[config.mk]
export PLATFORM = sky130hd
export DESIGN_NAME = cpx_io_rcv_q_flat
export DESIGN_NICKNAME = d
export VERILOG_FILES = /design/src/rtl/cpx_io_rcv_q_if.sv /design/src/rtl/cpx_io_rcv_q.sv /design/src/flat_wrapper.sv
export SDC_FILE = /design/constraint.sdc
export NUM_CORES = 2
export LEC_CHECK = 0
export BUFFER_PORTS_ARGS = -buffer_cell sky130_fd_sc_hd__buf_2
export CORE_ASPECT_RATIO = 1.75
export CORE_MARGIN = 4
export CORE_UTILIZATION = 57
export CTS_CLUSTER_SIZE = 20
export DETAILED_ROUTE_END_ITERATION = 7
export PLACE_DENSITY = 0.77
export SETUP_SLACK_MARGIN = 0.2
export SKIP_LAST_GASP = 1
export SLEW_MARGIN = 20
export SYNTH_ARGS = -nofsm -noshare
export SYNTH_HDL_FRONTEND = slang
export SYNTH_SLANG_ARGS = --single-unit
[constraint.sdc]
create_clock -name rclk -period 4.6 [get_ports rclk]
set_input_delay 0.46 -clock rclk [delete_from_list [all_inputs] [get_ports rclk]]
set_output_delay 0.46 -clock rclk [all_outputs]
set_load 0.005 [all_outputs]
[src/rtl/cpx_io_rcv_q_if.sv]
// Bundles the IO request/data inputs and the CPX output/grant/error signals of the receive queue.
interface cpx_io_rcv_q_if #(
    parameter int DW = 145,
    parameter int ND = 8
);
    logic [ND-1:0] io_cpx_req_cq2;
    logic [DW-1:0] io_cpx_data_ca2;
    logic [ND-1:0] cpx_out_rdy;
    logic [ND-1:0] cpx_out_vld;
    logic [DW-1:0] cpx_out_data;
    logic [ND-1:0] cpx_io_grant_cx;
    logic [1:0]    cpx_io_err;

    modport slave (
        input  io_cpx_req_cq2, io_cpx_data_ca2, cpx_out_rdy,
        output cpx_out_vld, cpx_out_data, cpx_io_grant_cx, cpx_io_err
    );

    modport master (
        output io_cpx_req_cq2, io_cpx_data_ca2, cpx_out_rdy,
        input  cpx_out_vld, cpx_out_data, cpx_io_grant_cx, cpx_io_err
    );
endinterface

[src/rtl/cpx_io_rcv_q.sv]
// CPX-side receive queue: 2-entry FIFO per destination CPU, round-robin drain onto one
// output port, and a registered per-destination grant returned to the IO source as credit.
module cpx_io_rcv_q #(
    parameter int DW = 145,
    parameter int ND = 8
) (
    input  logic          rclk,
    input  logic          rst_l,
    cpx_io_rcv_q_if.slave bus
);
    localparam int RW = (ND > 1) ? $clog2(ND) : 1;
    typedef logic [RW-1:0] idx_t;

    function automatic logic is_onehot(input logic [ND-1:0] v);
        int n;
        n = 0;
        for (int i = 0; i < ND; i++) begin
            n = v[i] ? n + 1 : n;
        end
        return (n == 1);
    endfunction

    function automatic idx_t onehot_idx(input logic [ND-1:0] v);
        idx_t r;
        r = '0;
        for (int i = 0; i < ND; i++) begin
            r = v[i] ? idx_t'(i) : r;
        end
        return r;
    endfunction

    logic [DW-1:0] mem_q [ND][2];
    logic [DW-1:0] mem_d [ND][2];
    logic [1:0]    cnt_q [ND];
    logic [1:0]    cnt_d [ND];
    logic [ND-1:0] wr_ptr_q, wr_ptr_d;
    logic [ND-1:0] rd_ptr_q, rd_ptr_d;
    idx_t          rr_q, rr_d;
    idx_t          pend_dst_q, pend_dst_d;
    logic          pend_vld_q, pend_vld_d;
    logic [ND-1:0] grant_q, grant_d;
    logic [1:0]    err_q, err_d;

    logic [ND-1:0] elig_s;
    logic [ND-1:0] vld_s;
    logic [ND-1:0] deq_s;
    logic [DW-1:0] data_s;
    logic          sel_found_s;
    idx_t          sel_idx_s;
    logic          req_any_s, req_one_s, full_s, accept_s;
    idx_t          req_idx_s;

    // A destination is eligible only once its data has landed; the in-flight reservation is excluded.
    always_comb begin
        for (int d = 0; d < ND; d++) begin
            elig_s[d] = (cnt_q[d] != 2'd0) &&
                        !((cnt_q[d] == 2'd1) && pend_vld_q && (pend_dst_q == idx_t'(d)));
        end
    end

    // Round-robin pick of the first eligible destination at or after rr, and the resulting dequeue.
    always_comb begin
        idx_t cand_s;
        cand_s      = '0;
        sel_found_s = 1'b0;
        sel_idx_s   = rr_q;
        for (int i = 0; i < ND; i++) begin
            cand_s = idx_t'((int'(rr_q) + i) % ND);
            if (!sel_found_s && elig_s[cand_s]) begin
                sel_found_s = 1'b1;
                sel_idx_s   = cand_s;
            end else begin
                sel_found_s = sel_found_s;
            end
        end
        vld_s = '0;
        if (sel_found_s) begin
            vld_s[sel_idx_s] = 1'b1;
            data_s           = mem_q[sel_idx_s][rd_ptr_q[sel_idx_s]];
        end else begin
            data_s = '0;
        end
        deq_s = vld_s & bus.cpx_out_rdy;
    end

    // Request decode; fullness accounts for a dequeue of the same destination in this cycle.
    always_comb begin
        req_any_s = (bus.io_cpx_req_cq2 != '0);
        req_one_s = is_onehot(bus.io_cpx_req_cq2);
        req_idx_s = onehot_idx(bus.io_cpx_req_cq2);
        full_s    = (cnt_q[req_idx_s] == 2'd2) && !deq_s[req_idx_s];
        accept_s  = req_one_s && !full_s;
    end

    // Next-state for FIFOs, counts, pointers, arbiter, grant and sticky errors.
    always_comb begin
        mem_d      = mem_q;
        wr_ptr_d   = wr_ptr_q;
        rd_ptr_d   = rd_ptr_q ^ deq_s;
        cnt_d      = cnt_q;
        rr_d       = rr_q;
        pend_vld_d = accept_s;
        pend_dst_d = accept_s ? req_idx_s : '0;
        grant_d    = deq_s;
        err_d      = err_q | {req_any_s && !req_one_s, req_one_s && full_s};
        if (pend_vld_q) begin
            mem_d[pend_dst_q][wr_ptr_q[pend_dst_q]] = bus.io_cpx_data_ca2;
            wr_ptr_d[pend_dst_q]                    = ~wr_ptr_q[pend_dst_q];
        end else begin
            wr_ptr_d = wr_ptr_q;
        end
        for (int d = 0; d < ND; d++) begin
            case ({accept_s && (req_idx_s == idx_t'(d)), deq_s[d]})
                2'b10:   cnt_d[d] = cnt_q[d] + 2'd1;
                2'b01:   cnt_d[d] = cnt_q[d] - 2'd1;
                default: cnt_d[d] = cnt_q[d];
            endcase
        end
        if (deq_s != '0) begin
            rr_d = (sel_idx_s == idx_t'(ND - 1)) ? '0 : sel_idx_s + idx_t'(1);
        end else begin
            rr_d = rr_q;
        end
    end

    // State registers; reset flushes everything including a pending data cycle.
    always_ff @(posedge rclk or negedge rst_l) begin
        if (!rst_l) begin
            for (int d = 0; d < ND; d++) begin
                mem_q[d][0] <= '0;
                mem_q[d][1] <= '0;
                cnt_q[d]    <= 2'd0;
            end
            wr_ptr_q   <= '0;
            rd_ptr_q   <= '0;
            rr_q       <= '0;
            pend_dst_q <= '0;
            pend_vld_q <= 1'b0;
            grant_q    <= '0;
            err_q      <= 2'b00;
        end else begin
            mem_q      <= mem_d;
            cnt_q      <= cnt_d;
            wr_ptr_q   <= wr_ptr_d;
            rd_ptr_q   <= rd_ptr_d;
            rr_q       <= rr_d;
            pend_dst_q <= pend_dst_d;
            pend_vld_q <= pend_vld_d;
            grant_q    <= grant_d;
            err_q      <= err_d;
        end
    end

    assign bus.cpx_out_vld     = vld_s;
    assign bus.cpx_out_data    = data_s;
    assign bus.cpx_io_grant_cx = grant_q;
    assign bus.cpx_io_err      = err_q;
endmodule

[src/flat_wrapper.sv]
// flat-port wrapper written by rule: the top's interface ports become plain ports
module cpx_io_rcv_q_flat 
#(
    parameter int DW = 145,
    parameter int ND = 8
)
  (rclk, rst_l, bus_io_cpx_req_cq2, bus_io_cpx_data_ca2, bus_cpx_out_rdy, bus_cpx_out_vld, bus_cpx_out_data, bus_cpx_io_grant_cx, bus_cpx_io_err);
  cpx_io_rcv_q_if #(.DW(DW), .ND(ND)) bus_i ();
  input  logic rclk;
  input  logic rst_l;
  input wire logic [$bits(bus_i.io_cpx_req_cq2)-1:0] bus_io_cpx_req_cq2;
  input wire logic [$bits(bus_i.io_cpx_data_ca2)-1:0] bus_io_cpx_data_ca2;
  input wire logic [$bits(bus_i.cpx_out_rdy)-1:0] bus_cpx_out_rdy;
  output wire logic [$bits(bus_i.cpx_out_vld)-1:0] bus_cpx_out_vld;
  output wire logic [$bits(bus_i.cpx_out_data)-1:0] bus_cpx_out_data;
  output wire logic [$bits(bus_i.cpx_io_grant_cx)-1:0] bus_cpx_io_grant_cx;
  output wire logic [$bits(bus_i.cpx_io_err)-1:0] bus_cpx_io_err;
  assign bus_i.io_cpx_req_cq2 = bus_io_cpx_req_cq2;
  assign bus_i.io_cpx_data_ca2 = bus_io_cpx_data_ca2;
  assign bus_i.cpx_out_rdy = bus_cpx_out_rdy;
  assign bus_cpx_out_vld = bus_i.cpx_out_vld;
  assign bus_cpx_out_data = bus_i.cpx_out_data;
  assign bus_cpx_io_grant_cx = bus_i.cpx_io_grant_cx;
  assign bus_cpx_io_err = bus_i.cpx_io_err;
  cpx_io_rcv_q #(.DW(DW), .ND(ND)) u_core (.rclk(rclk), .rst_l(rst_l), .bus(bus_i));
endmodule
### After elaboration in Yosys (flattened, before gate mapping)

Index checks and enable logic that the tools add are counted.

* word-level logic and storage cells: 300
* memory bits (read-only): 0
* memories: 0
* RAM bits: 0
* bits in registers: 2369
* latch bits: 0

* add/subtract/negate cells: 31
* reductions and logical operators: 85
* magnitude comparators: 20
* eq/ne operators: 41
* divide/modulo/power cells: 0
* bitwise gates (word level): 9
* muxes and demuxes: 83
* shift operators: 0
* multipliers: 0

Operators by type and width (number)
* $bwmux W2320: 1
* $bmux W290 S3: 1
* $demux W290 S3: 1
* $mux W290: 3
* $mux W145: 5
* $add A32 B2 Y32 const B: 7
* $mux W32: 7
* $demux W145 S1: 1
* $logic_and A1 B1 Y1: 47
* $mux W3: 15
* $lt A3 B4 Y1 const B: 11
* $bmux W1 S3: 11
* $eq A2 B1 Y1 const B: 16
* $eq A32 B2 Y1 const B: 1
* $pmux W2 S2: 8
* $reduce_bool A2 Y1: 16
* $eq A3 B3 Y1 const B: 9
* $mux W1: 23
* $eq A2 B2 Y1 const B: 9
* $logic_not A1 Y1: 18
* $add A2 B1 Y2 const B: 8
* $reduce_bool A8 Y1: 2
* $sub A2 B1 Y2 const B: 8
* $add A3 B3 Y3 const B: 4
* 21 further kinds: 37

### Logic depth before layout (Yosys ltp)

* depth after elaboration: 44
* mapped depth: 22

### Worst setup path before layout

No wires, ideal clock.

* path kind: input to register
* from: in bus_io_cpx_req_cq2[0]
* to: reg u_core.cnt_q[7] (netlist bit)
* arrival time: 5.592 ns
* setup slack: -1.119 ns
* library setup time: 0.127 ns
* stages on the path: 22
* cells stage by stage: inv_1 ha_1 xor2_1 ha_1 mux2_2 ha_1 mux2i_1 inv_1 ha_1 nand2_1 o21ai_0 ha_1 mux2_2 ha_1 a21oi_1 o32ai_1 a2111oi_0 o311ai_1 or3_1 ha_1 nand2_1 o21ai_0

* longest elaborated chain between the ends: 20

Ends and longest elaborated chain
* start, declared: RTL line flat_wrapper.sv:11 `input wire logic [$bits(bus_i.io_cpx_req_cq2)-1:0] bus_io_cpx_req_cq2;`
* $mux W1 *: RTL line cpx_io_rcv_q.sv:18 `n = v[i] ? n + 1 : n;`
* $add A32 B2 Y32: RTL line cpx_io_rcv_q.sv:18
* $mux W32 *: RTL line cpx_io_rcv_q.sv:18
* $add A32 B2 Y32: RTL line cpx_io_rcv_q.sv:18
* $mux W32 *: RTL line cpx_io_rcv_q.sv:18
* $add A32 B2 Y32: RTL line cpx_io_rcv_q.sv:18
* $mux W32 *: RTL line cpx_io_rcv_q.sv:18
* $add A32 B2 Y32: RTL line cpx_io_rcv_q.sv:18
* (+4 left out)
* $mux W32 *: RTL line cpx_io_rcv_q.sv:18
* $add A32 B2 Y32: RTL line cpx_io_rcv_q.sv:18
* $mux W32 *: RTL line cpx_io_rcv_q.sv:18
* $eq A32 B2 Y1 *: RTL line cpx_io_rcv_q.sv:20 `return (n == 1);`
* $logic_and A1 B1 Y1 *: RTL line cpx_io_rcv_q.sv:92 `accept_s = req_one_s && !full_s;`
* $logic_and A1 B1 Y1 *: RTL line cpx_io_rcv_q.sv:113 `case ({accept_s && (req_idx_s == idx_t'(d)), deq_s[d]})`
* $eq A2 B1 Y1 / $eq A2 B2 Y1 (equally long branches): RTL line cpx_io_rcv_q.sv:113
* $pmux W2 S2 / $reduce_bool A2 Y1 (equally long branches)
* end signal, assigned: RTL line cpx_io_rcv_q.sv:143 `cnt_q <= cnt_d;`
* end, declared: RTL line cpx_io_rcv_q.sv:34 `logic [1:0] cnt_q [ND];`

Mark *: on every way between the ends. The rest lies on a longest branch, timed or not.
A chain may end at the register's enable or synchronous reset.

### Worst setup path after layout

* from: reg u_core.pend_dst_q[2]
* to: out bus_cpx_out_data[64]

* longest elaborated chain between the ends: 36

Ends and longest elaborated chain
* start, declared: RTL line cpx_io_rcv_q.sv:39 `idx_t pend_dst_q, pend_dst_d;`
* start signal, assigned: RTL line cpx_io_rcv_q.sv:147 `pend_dst_q <= pend_dst_d;`
* $eq A3 B1 Y1 (tied with other cells): RTL line cpx_io_rcv_q.sv:57 `!((cnt_q[d] == 2'd1) && pend_vld_q && (pend_dst_q == idx_t'(d)));`
* $logic_and A1 B1 Y1: RTL line cpx_io_rcv_q.sv:57
* $logic_not A1 Y1: RTL line cpx_io_rcv_q.sv:57
* $logic_and A1 B1 Y1: RTL line cpx_io_rcv_q.sv:56 `elig_s[d] = (cnt_q[d] != 2'd0) &&`
* $bmux W1 S3: RTL line cpx_io_rcv_q.sv:69 `if (!sel_found_s && elig_s[cand_s]) begin`
* $mux W1 (not written as such): RTL line cpx_io_rcv_q.sv:69
* $mux W1: RTL line cpx_io_rcv_q.sv:69
* $logic_not A1 Y1: RTL line cpx_io_rcv_q.sv:69
* (+17 left out)
* $logic_not A1 Y1: RTL line cpx_io_rcv_q.sv:69
* $logic_and A1 B1 Y1: RTL line cpx_io_rcv_q.sv:69
* $mux W3: RTL line cpx_io_rcv_q.sv:69
* $not A3 Y4 (not written as such): RTL line cpx_io_rcv_q.sv:79 `data_s = mem_q[sel_idx_s][rd_ptr_q[sel_idx_s]];`
* $bmux W290 S3: RTL line cpx_io_rcv_q.sv:79
* $mux W290 (not written as such) (2 in a row): RTL line cpx_io_rcv_q.sv:79
* $mux W145 (not written as such) (3 in a row): RTL line cpx_io_rcv_q.sv:79
* $mux W145 *: RTL line cpx_io_rcv_q.sv:77 `if (sel_found_s) begin`
* end, declared: RTL line flat_wrapper.sv:15 `output wire logic [$bits(bus_i.cpx_out_data)-1:0] bus_cpx_out_data;`

Mark *: on every way between the ends. The rest lies on a longest branch, timed or not. The select of a mux whose other input is x is not followed.

==> metrics.md <==
| Metric | Value |
|---|---|
| Number of library cell types mapped by synthesis | 81 |
| Multiplexer share of the synthesized area | approximately two fifths |
| Setup violators final | around 180 |
| Congestion Overflow GR | 0 |
| First-pass GRT wire length | ~460000 um |
| CTS buffer count | approximately 220 |
| Antenna violations before repair | 55 |
| Worst-case reg-to-reg path depth | 24 |
| Largest net degree at the start of global routing | about 150 |
| Port-buffer cells | 325 |
| Cells after Synth | about 8000 |
| Overall Global Routing Usage | 29.0% |
| Layout cells sized above 1 | roughly 45% |
| Complex-gate fraction of the synthesized area | under 10% |
| Setup WS post-layout | -1.53 ns |
| Post-synth top cells | dfrtp_1 (2369), mux2_2 (2326), mux2i_1 (2052) |
| Filler cells | 13658 |
| Max_cap viols | 0 |
| Seq/Total Area, Yosys | a little over half |
| DR iter-0 viols | 4331 |
| CP Launch Type | flop |
| Met2 usage in global routing | a little under 50% |
| Die Ht | ~600 um |
| Io pins | 326 |
| Adder-cell share of the synthesized area | less than 1% |
| Simple-Gate Fraction of Synth Area | 0.846% |
| Failing checks | setup timing |
| Post-synth net total | 8195 |
| Worst rel slew slack | a little under a quarter |
| Final Slew Violations | 0 |
| Min-Delay Path Class | in2reg |
| Post-synth ARST share | 100% |
| Combinational family with the most area after synthesis | multiplexers |
| Clk buf depth | 4 |
| Crit path time final | about 6 ns |
| R2R Setup Slk | -0.80 ns |
| # DRC | 0 |
| GPL Wtd Cong | about 0.88 |
| EDFF count, synth | 0 |
| Worst EP arrival | between 5 and 6 ns |
| WL final | just over 300000 um |
| Dominant synthesized flop cell | dfrtp_1 |
| Layout Nets | 8814 |
| Period utilization | 133% |
| Synth area leaders | dfrtp_1 (53%), mux2_2 (23%), mux2i_1 (18%), clkbuf_1 (1.5%), o22ai_1 (0.84%) |
| Vias | roughly 70000 |
| Syn. warnings | 0 |
| Hold depth | 2 |
| Worst-path clk slew | 0.07 ns |
| Most numerous cell in the Yosys netlist | dfrtp_1 |
| Avg Inst Size Synth | 14.1 um2 |
| Vias in the first global route | approximately 75000 |
| Detailed placement HPWL | about 180000 um |
| Die width | 344 um |
| Maximum net fanout on the critical path | 8 |
| Total die area | slightly above 200000 um2 |
| Area growth from synthesis to final layout | 18.0% |
| Synth Area in XOR/XNOR | 0.287% |
| Core Region | between 150000 and 200000 um2 |
| Drt via density | slightly above 6 |
| Synthesized cell area | between 100000 and 150000 um2 |
| CP Launch Point | u_core.pend_dst_q[2] |
| Post-synthesis register bit count | around 2400 |
| Endpoint type of the worst setup path | output pin |
| GR peak layer | met2 |
| Final setup skew | 0.0365 ns |
| CTS tree | built |
| Met3 Usage GRT | under 10% |
| Worst-skew pair later-pin latency | between 0.8 and 0.9 ns |
| Antenna viol nets, final | 0 |
| Worst EP required | roughly 4.1 ns |
| Worst setup path endpoint | bus_cpx_out_data[64] |
| Worst-path cell chain | buf_6 -> nor4b_4 -> buf_4 -> a21o_1 -> mux2i_1 -> mux4_2 -> nand2b_1 -> nand2_1 -> o2bb2ai_2 -> or4_4 -> buf_12 -> o2111ai_2 -> nand4_1 -> buf_6 -> buf_12 -> buf_16 -> buf_12 -> buf_16 -> mux2i_1 -> o22ai_1 -> buf_4 -> buf_6 |
| H-tree lvl count | 4 |
| Initial Utilization | a little under three fifths |
| Pre-CTS setup slack | -0.933 ns |
| TritonRoute pass-1 iters | 5 |
| Slowest CP cell | or4_4 |
| Hold Fails Final Rpt | 0 |
| Clock Root Buffer | clkbuf_16 |
| Fmax | 0.163 GHz |
| GR Util met1 | between 30% and 40% |
| CTS sink count | about 2400 |
| Path type of the worst setup path | reg2out |
| RSZ-0062 raised after global routing | true |
| Row Count | 215 |
| Reg-to-reg critical path endpoint | u_core.cnt_q[5] |
| Status | finished with violations |
| Pin slew with the least headroom to its limit | ~1.1 ns |
| Wire length per cell | ~27 um |
| R2R Path Start | u_core.pend_dst_q[2] |
| Area share of the largest cell type after synthesis | a little over half |
| CP peak stage delay | 0.53 ns |
| Area leader, netlist | dfrtp_1 |
worst min path at each step:
stage / startpoint / endpoint / slack [ns]
3_5_place_dp: u_core.rd_ptr_q[7] / u_core.rd_ptr_q[7] / 0.46
2_1_floorplan: rst_l / u_core.bus.cpx_io_err[0] / 0.16
4_1_cts: bus_io_cpx_data_ca2[67] / u_core.mem_q[1952] / 0.0005
3_3_place_gp: u_core.bus.cpx_io_err[1] / u_core.bus.cpx_io_err[1] / 0.45
5_1_grt: bus_io_cpx_data_ca2[2] / u_core.mem_q[1887] / 0.04
6_report: bus_io_cpx_data_ca2[80] / u_core.mem_q[1240] / 0.05
through the flow:
stage	cells	hold slack [ns]	util, %	setup TNS, ns	area, um2
after floorplan	7998	0.164	-	-1.12	113000
after global placement	10821	0.450	61.9	-109.89	122000
after detailed placement	10821	0.464	61.9	-107.49	122000
after CTS	11297	0.000520	66.9	-205.24	131000
after global routing	11379	0.0440	67.8	-251.08	133000
final	11390	0.0475	67.8	-218.66	133000
what timing repair did:
item / 4_1_cts / 5_1_grt
hold buffers: 24 / 0
endpoints found under the setup margin: 187 / 184
endpoints found under the hold margin: 204 / 0
gates resized for setup: 215 / 186
pin swaps: 36 / 71
gates cloned: 34 / 7
buffers inserted: 46 / 68
registers in the layout, summed over array words and instances, names as in the netlist:
name / flops
u_core.mem_q: 2320
u_core.cnt_q: 16
u_core.bus.cpx_io_grant_cx: 8
u_core.rd_ptr_q: 8
u_core.wr_ptr_q: 8
u_core.pend_dst_q: 3
u_core.rr_q: 3
u_core.bus.cpx_io_err: 2
u_core.pend_vld_q: 1
layer usage:
layer / part of all wire (%) / vias to the layer above
met5: 0.095 / -
met4: 3.6 / 44
met3: 4.8 / 605
met2: 50 / 1561
met1: 42 / 37268
li1: - / 30270
critical path, delay by kind of cell (launching register included):
family,cells,cell delay [ns]
AO/OA/AOI/OAI,4,0.72
AND/OR/NAND/NOR,5,1.38
flip-flops,1,0.45
multiplexers,3,0.72
buffers and inverters,10,1.52
final cells by class:
class	instances	area [um2]	area share, %
Clock inverter	53	563	0.423
Clock buffer	319	6440	4.84
Antenna cell	18	45.0	0.0338
Sequential cell	2369	59300	44.5
Timing Repair Buffer	1071	11400	8.59
Multi-Input combinational cell	4909	51900	39.0
Inverter	46	219	0.164
Timing Repair inverter	1	16.3	0.0122
Tap cell	2604	3260	2.45
cells in the final DEF, fill, tap and decap left out, types with 8 or more instances in the layout:
cell type,Yosys,layout
buf_4,67,419
o22ai_2,0,59
nor2_4,0,9
o21ai_0,14,9
clkbuf_16,0,229
buf_8,0,11
mux2i_4,0,14
nor2_1,32,22
mux2i_2,0,43
a31oi_1,8,8
o22ai_1,151,88
dfrtp_1,2369,2365
ha_1,34,26
buf_16,0,54
bufbuf_16,0,14
nand2_1,57,47
nand3_1,23,21
clkbuf_1,465,45
ha_4,0,8
diode_2,0,18
clkbuf_8,0,52
buf_2,100,294
clkinv_2,0,33
bufinv_16,0,10
buf_6,12,76
mux2_2,2326,2324
a21oi_1,19,12
buf_12,0,172
inv_1,42,40
nand4_1,12,12
nand2_4,0,9
xnor2_1,29,25
o211ai_1,8,8
mux2i_1,2052,1995
dlygate4sd3_1,0,24
logic make-up after synthesis:
family                   Yosys count
AND/OR/NAND/NOR                  181
buffers and inverters            720
multiplexers                    4385
XOR/XNOR                          37
AO/OA/AOI/OAI                    272
flip-flops                      2369
adder cells (fa/ha/maj)           34
Power is left out: the tool's default activity adds up to more than one toggle a clock period on the data nets, which glitch-free logic cannot reach.
